## src/rtl/cordic_fu_ctrl.sv

```systemverilog
// rtl/cordic_fu_ctrl.sv - SIN/COS issue controller that sequences an external iterative CORDIC core
// Optional feature macro: CORDIC_ZERO_SHORTCUT_EN (zero reduced angle bypasses the core)
module cordic_fu_ctrl #(
  parameter int unsigned  XLEN          = 64,
  parameter int unsigned  DATA_W        = 32,
  parameter int unsigned  NUM_ITER      = 16,
  parameter int unsigned  TRANS_ID_BITS = 3,
  localparam int unsigned ITER_W        = (NUM_ITER > 1) ? $clog2(NUM_ITER) : 1
) (
  input  logic                     clk_i,
  input  logic                     rst_ni,
  input  logic                     flush_i,
  input  logic                     valid_i,
  output logic                     ready_o,
  input  logic [1:0]               op_i,
  input  logic [XLEN-1:0]          operand_i,
  input  logic [TRANS_ID_BITS-1:0] trans_id_i,
  output logic                     core_init_o,
  output logic                     core_step_o,
  output logic [ITER_W-1:0]        core_iter_o,
  output logic [DATA_W-1:0]        core_angle_o,
  input  logic [DATA_W-1:0]        core_x_i,
  input  logic [DATA_W-1:0]        core_y_i,
  output logic                     result_valid_o,
  output logic [XLEN-1:0]          result_o,
  output logic [TRANS_ID_BITS-1:0] trans_id_o
);

  typedef enum logic [1:0] {IDLE, INIT, STEP, DONE} state_e;

  localparam logic [1:0]        OP_SIN  = 2'b01;
  localparam logic [1:0]        OP_COS  = 2'b10;
  localparam logic [DATA_W-1:0] HALF    = {1'b1, {(DATA_W-1){1'b0}}};
  localparam logic [DATA_W-1:0] QUARTER = {2'b01, {(DATA_W-2){1'b0}}};

  state_e                   state_q;
  logic [ITER_W-1:0]        iter_q;
  logic [DATA_W-1:0]        ang_q, ang_d;
  logic                     neg_q, neg_d;
  logic                     illegal_q, illegal_d;
  logic                     short_q, short_d;
  logic [1:0]               op_q;
  logic [TRANS_ID_BITS-1:0] id_q;
  logic                     accept;
  logic [DATA_W-1:0]        a;
  logic [DATA_W-1:0]        res;
  logic                     unused_operand_hi;

  assign a                 = operand_i[DATA_W-1:0];
  assign unused_operand_hi = ^operand_i[XLEN-1:DATA_W];
  assign ready_o           = (state_q == IDLE) || (state_q == DONE);
  assign accept            = valid_i && ready_o;

  // Top two bits differing means |a| >= quarter turn: mirror into the right half-plane.
  always_comb begin
    neg_d     = a[DATA_W-1] ^ a[DATA_W-2];
    ang_d     = neg_d ? (HALF - a) : a;
    illegal_d = (op_i != OP_SIN) && (op_i != OP_COS);
`ifdef CORDIC_ZERO_SHORTCUT_EN
    short_d   = !illegal_d && (ang_d == '0);
`else
    short_d   = 1'b0;
`endif
  end

  always_ff @(posedge clk_i or negedge rst_ni) begin
    if (!rst_ni) begin
      state_q   <= IDLE;
      iter_q    <= '0;
      ang_q     <= '0;
      neg_q     <= 1'b0;
      illegal_q <= 1'b0;
      short_q   <= 1'b0;
      op_q      <= '0;
      id_q      <= '0;
    end else if (flush_i) begin
      state_q <= IDLE;
      iter_q  <= '0;
    end else begin
      case (state_q)
        IDLE, DONE: begin
          if (accept) begin
            ang_q     <= ang_d;
            neg_q     <= neg_d;
            illegal_q <= illegal_d;
            short_q   <= short_d;
            op_q      <= op_i;
            id_q      <= trans_id_i;
            state_q   <= (illegal_d || short_d) ? DONE : INIT;
          end else begin
            state_q <= IDLE;
          end
        end
        INIT: begin
          state_q <= STEP;
          iter_q  <= '0;
        end
        STEP: begin
          if (iter_q == ITER_W'(NUM_ITER - 1)) begin
            state_q <= DONE;
          end else begin
            iter_q <= iter_q + 1'b1;
          end
        end
        default: state_q <= IDLE;
      endcase
    end
  end

  // Core results are read live in DONE, one cycle after the final step.
  always_comb begin
    res = '0;
    if (illegal_q) begin
      res = '0;
    end else if (short_q) begin
      res = (op_q == OP_COS) ? (neg_q ? (~QUARTER + 1'b1) : QUARTER) : '0;
    end else if (op_q == OP_SIN) begin
      res = core_y_i;
    end else begin
      res = neg_q ? (~core_x_i + 1'b1) : core_x_i;
    end
  end

  assign core_init_o    = (state_q == INIT);
  assign core_step_o    = (state_q == STEP);
  assign core_iter_o    = core_step_o ? iter_q : '0;
  assign core_angle_o   = ang_q;
  assign result_valid_o = (state_q == DONE) && !flush_i;
  assign result_o       = result_valid_o ? {{(XLEN-DATA_W){res[DATA_W-1]}}, res} : '0;
  assign trans_id_o     = result_valid_o ? id_q : '0;

endmodule

```

## config.mk

```make
export PLATFORM = sky130hd
export DESIGN_NAME = cordic_fu_ctrl
export DESIGN_NICKNAME = d
export VERILOG_FILES = /design/src/rtl/cordic_fu_ctrl.sv
export SDC_FILE = /design/constraint.sdc
export NUM_CORES = 1
export LEC_CHECK = 0
export CAP_MARGIN = 20
export CELL_PAD_IN_SITES_DETAIL_PLACEMENT = 1
export CELL_PAD_IN_SITES_GLOBAL_PLACEMENT = 1
export CORE_UTILIZATION = 25
export DETAILED_ROUTE_END_ITERATION = 16
export PLACE_DENSITY = 0.92
export SETUP_SLACK_MARGIN = 0.15
export SYNTH_ARGS = -nofsm -noshare
export SYNTH_HDL_FRONTEND = slang
export SYNTH_SLANG_ARGS = --single-unit
```

## constraint.sdc

```tcl
create_clock -name clk_i -period 4.5 [get_ports clk_i]
set_input_delay 0.675 -clock clk_i [delete_from_list [all_inputs] [get_ports clk_i]]
set_output_delay 0.675 -clock clk_i [all_outputs]
set_load 0.02 [all_outputs]
```

Word-level counts from Yosys, hierarchy flattened
Index checks and enable logic that the tools add are counted.
{"block": "op_classes", "n_mul": 0, "n_reduce_logical": 10, "addsub": 3, "muxes": 15, "n_eq_ne": 9, "bitwise": 3, "shift": 0, "order_cmp": 0, "div": 0}
{"cell": "two-way mux 32 bit", "count": 4}
{"cell": "two-way mux 64 bit", "count": 1}
{"cell": "adder 32 x 1 -> 32 bit, second input constant", "count": 1}
{"cell": "inverter 32 bit", "count": 1}
{"cell": "subtractor 32 bit, first input constant", "count": 1}
{"cell": "two-way mux 4 bit", "count": 3}
{"cell": "two-way mux 2 bit", "count": 4}
{"cell": "one-hot mux 4 bit (2 select lines)", "count": 1}
{"cell": "one-hot mux 2 bit (3 select lines)", "count": 1}
{"cell": "adder 4 x 1 -> 4 bit, second input constant", "count": 1}
{"cell": "equality test 2 x 1 -> 1 bit, second input constant", "count": 2}
{"cell": "equality test 2 bit, second input constant", "count": 2}
{"cell": "equality test 4 bit, second input constant", "count": 1}
{"cell": "logical AND 1 bit", "count": 3}
{"cell": "two-way mux 3 bit", "count": 1}
{"cell": "inequality test 3 x 2 -> 1 bit, second input constant", "count": 1}
{"cell": "inequality test 3 bit, second input constant", "count": 1}
{"cell": "AND reduction 3 bit", "count": 1}
{"cell": "nonzero test 3 bit", "count": 1}
{"cell": "zero test 2 bit", "count": 1}
{"cell": "inequality test 2 x 1 -> 1 bit, second input constant", "count": 1}
{"cell": "inequality test 2 bit, second input constant", "count": 1}
{"cell": "AND reduction 2 bit", "count": 1}
{"cell": "OR reduction 2 bit", "count": 1}
{"cell": "4 further kinds", "count": 4}
{"block": "word_totals", "mem_bits_ro": 0, "ff_bits": 45, "elab_cells": 47, "memories": 0, "in_bits": 137, "output_inout_bits": 107, "latchBits": 0, "ramBits": 0}

Longest topological paths before layout
{"block": "logic_depth", "depth_word": 6, "depth_mapped": 8, "depth_no_buf": 7}

Worst setup path after synthesis
No wires, ideal clock.
{"block": "synth_path", "path_type": "input to output", "startpoint": "input port core_x_i[8]", "endpoint": "output port result_o[32]", "path_slack_ns": 0.138, "path_stages": 7, "t_required_ns": 3.825, "arrival_ns": 3.687, "cell_sequence": "nor3_1 -> nand3_1 -> clkbuf_1 -> nor3_1 -> mux2i_1 -> a21oi_1 -> buf_4"}
{"block": "synth_between", "elab_chain_cells": 6}
{"item": "start: declaration", "line_no": "22", "text": "input logic [DATA_W-1:0] core_x_i,"}
{"item": "inverter 32 bit", "line_no": "120", "text": "res = neg_q ? (~core_x_i + 1'b1) : core_x_i;"}
{"item": "adder 32 x 1 -> 32 bit", "line_no": "120"}
{"item": "two-way mux 32 bit", "line_no": "120"}
{"item": "two-way mux 32 bit", "line_no": "117", "text": "end else if (op_q == OP_SIN) begin"}
{"item": "two-way mux 32 bit", "line_no": "113", "text": "if (illegal_q) begin"}
{"item": "two-way mux 64 bit", "line_no": "129", "text": "assign result_o = result_valid_o ? {{(XLEN-DATA_W){res[DATA_W-1]}}, res} : '0;"}
{"item": "end: declaration", "line_no": "25", "text": "output logic [XLEN-1:0] result_o,"}
Every way passes these cells.

Worst setup path in the final report
{"block": "layout_path", "startpoint": "input port core_x_i[0]", "endpoint": "output port result_o[12]"}
The elaborated chain is that of the path after synthesis.

==> flow_summary.yaml <==
critical_path:
  cp_cell_sequence: "clkdlybuf4s50_1 -> inv_1 -> ha_1 -> nor3b_2 -> buf_4 -> nand3_1 -> o31ai_1 -> xor2_1 -> a211oi_1 -> clkdlybuf4s50_1"
  crit_family: "buffers and inverters"
  path_class: "in -> out"
  worst_ep_arrival_time_ns: 3.47
  worst_setup_path_end_kind: "output pin"
  slowest_delay_ns: 0.66
  cp_max_fo: 3
  crit_top_cell: "clkdlybuf4s50_1"
  path_buf_inv: 4
  slowest_stage: "clkdlybuf4s50_1"
  critPathLaunchType: "input pin"
  required_ns: 3.83
timing:
  slew_violations: 0
  finalCritPeriodShare_pct: 92.2
  setup-tns-final_ns: 0
  rsz0062_at_grt: "false"
  tightestPinTransition_ns: 0.865
  slew_headroom_pct: 41.8
  fin_skew_ns: 0.00429
  finalSetupViolCount: 0
  hold_viol_final: 0
  finalCriticalPeriod_ns: 4.15
  fmax_mhz: 241
cts:
  htree_levels: 2
  cts.path.max_buffers: 2
  clockRootBuffer: "clkbuf_16"
  cts_hold_buf: 0
  clock_sinks: 45
  clkSlewWorstSetupHoldPaths_ns: 0.07
  clock_latency_ns: 0.29
  cts_setup_buffers: 0
  cts_resized: 0
  cts_buffers: 5
  cts_tree: "built"
detailed_routing:
  routed_wl_mm: 14.0
  antenna_left: 0
  wl_per_cell_um: 16.4
  drc: 0
  drt-pass1-iter-count: 4
  vias: 4200
  via_per_inst: 4.92
  drtIter0Drc: 146
power_and_ir_drop:
  power_frac_seq_pct: 26.9
  p_leak_nw: 2.34
  ir_worst_vdd_uv: 267
  swShare_pct: 41.6
  power_frac_clock_pct: 16.6
  netSwitchingPower_mw: 1.09
  internal_power_mw: 1.53
  p_per_area_nw_per_um2: 424
  pwr-share-comb_pct: 56.5
synthesis:
  synthArstFlopShare_pct: 100
  synthCells: 487
  synth_compound_area_share_pct: 21.6
  ys_seq_area_share_pct: 29.2
  ys_ff_latch: 45
  yosys_warnings: 0
  yosys-top-cells-area: "dfrtp_1 29%, xor2_1 8.8%, o21ai_0 8.4%, buf_4 6.2%, nand2_1 5.6%"
  synth.area.mux_share_pct: 3.11
  netlist.top_cell.by_area: "dfrtp_1"
  synth_ff_type: "dfrtp_1"
  synthSimpleGateAreaFrac_pct: 20.1
  synth_edf_count: 0
  synth_top_family_by_area: "compound AO/OA/AOI/OAI gates"
  avgSynthCellArea_um2: 7.93
  synth_fp_nets: 630
  syn-cell-area_um2: 3860
  synth_cell_types: 37
  synthAdderAreaFrac_pct: 1.94
  synth_top_cell_area_share_pct: 29.2
  synth-xor-area-share_pct: 14.3
floorplan:
  placementRows: 45
  initial_core_util_pct: 25.5
  die_h_um: 126
  io_pins: 244
  die-width_um: 126
  core_region_area_um2: 15100
  die_area_um2: 15900
placed_design:
  gp_congestion: 0.875
  hpwl_mm: 11.1
  placed_cell_area_um2: 5990
  port_buffers: 211
finish:
  area_growth_pct: 60.6
  stdcell_area_um2: 6200
  diodes: 0
  layout-drive-gt1-share_pct: 6.31
  nFillCells: 1797
  final_nets: 808
grt:
  grt_pass1_wl_mm: 22.8
  antenna_found_initial: 0
  grt_pass1_vias: 4374
  grt.overflow.total: 0
  grt_usage_pct: 17.9
  grt_max_degree: 67
job:
  cap_violations: 0
worst_hold_path:
  hold_path_class: "in -> async"
run_status:
  status: "finished, final reports clean"
-- Yosys cell counts, types with 2 or more instances --
library cell  count
a211oi_1         10
nand4_1           2
ha_1              6
nand2b_1          7
a31oi_1           7
nand2_1          58
buf_4            32
or2_2             2
o41ai_1          10
mux2_2            7
o21ai_1           3
nor2b_1           5
nor3_1           14
o21ai_0          65
nor2_1           27
nor4_1            4
dfrtp_1          45
or4_1             7
inv_1            12
and2_1            7
xor2_1           39
nand3_1          12
or3_1             5
clkbuf_1         22
xnor2_1          24
nor4b_1           2
o31ai_1          15
mux2i_1           3
o41ai_2           3
a21oi_1          25
-- layer usage --
metal / part of all wire (%) / routed length (um) / vias to the layer above / track usage, %
met1: 38 / 5310 / 1972 / 18.8
met2: 50 / 7050 / 168 / 32.6
met4: 2.4 / 330 / 0 / 6.45
met5: 0 / 0 / - / 0
met3: 9.5 / 1330 / 20 / 6.33
li1: - / - / 2040 / -
-- power by group through the flow --
stage          sequential (mW)  combinational, mW  clock [mW]
2_1_floorplan            0.853              0.672           0
3_3_place_gp             0.707               1.46           0
3_5_place_dp             0.719               1.49           0
4_1_cts                  0.716               1.50       0.447
5_1_grt                  0.738               1.63       0.459
6_report                 0.708               1.48       0.437
-- per-stage QoR --
stage / setup WS (ns) / utilization [%] / cells / hold slack (ns) / power (mW)
2_1_floorplan: 0.807 / - / 487 / 0.379 / 1.52
3_3_place_gp: 0.305 / 39.5 / 844 / 0.460 / 2.16
3_5_place_dp: 0.248 / 39.5 / 844 / 0.475 / 2.21
4_1_cts: 0.218 / 40.7 / 852 / 0.489 / 2.66
5_1_grt: 0.164 / 40.9 / 854 / 0.356 / 2.83
6_report: 0.352 / 40.9 / 854 / 0.322 / 2.63
-- final cells by class --
class                           instances  area [um2]  area share, %
Clock buffer                            7         143           2.30
Clock inverter                          1        30.0          0.484
Inverter                               12        45.0          0.726
Multi-Input combinational cell        375        2380           38.3
Sequential cell                        45        1130           18.2
Tap cell                              188         235           3.79
Timing Repair Buffer                  226        2240           36.2
-- state kept, by name (all words and copies together) (netlist names) --
signal,cells
core_angle_o,32
neg_q,1
id_q,3
state_q,2
iter_q,4
op_q,2
illegal_q,1
-- placed cells by master (no fill, tap or decap), types with 3 or more instances in the layout --
cell               n
clkbuf_16          5
nand2b_1           6
o41ai_1            9
and2_1             7
a211oi_1          10
nor2b_1            5
nand3_1           12
dfrtp_1           45
buf_4             13
nand2_1           57
ha_1               6
clkdlybuf4s50_1  210
o31ai_1           15
a21oi_1           24
xnor2_1           24
a31oi_1            7
o41ai_2            4
or3_1              5
o21ai_1            3
mux2i_1            3
o21ai_0           65
xor2_1            39
mux2_2             7
inv_1             12
nor4_1             4
nor2_1            27
nor3_1            14
or4_1              7
-- logic make-up after synthesis --
kind of cell / Yosys count
adders and majority gates: 6
buffers and inverters: 67
muxes: 11
DFF: 45
xor gates and xnor gates: 63
AOI/OAI and AO/OA: 138
and+or+nand+nor: 157
-- path summary, 6_finish.rpt --
check	start	to	slack, ns	cells after the start
max	core_x_i[0]	result_o[12]	0.35	10
min	rst_ni	core_angle_o[10]	0.32	1
max reg2reg	state_q[0]	core_angle_o[30]	2.54	5
min reg2reg	core_angle_o[17]	core_angle_o[17]	0.48	2
max in group asynchronous	rst_ni	core_angle_o[25]	3.66	2
min in group clk_i	core_angle_o[17]	core_angle_o[17]	0.48	2
(Power assumes the default switching activity.)
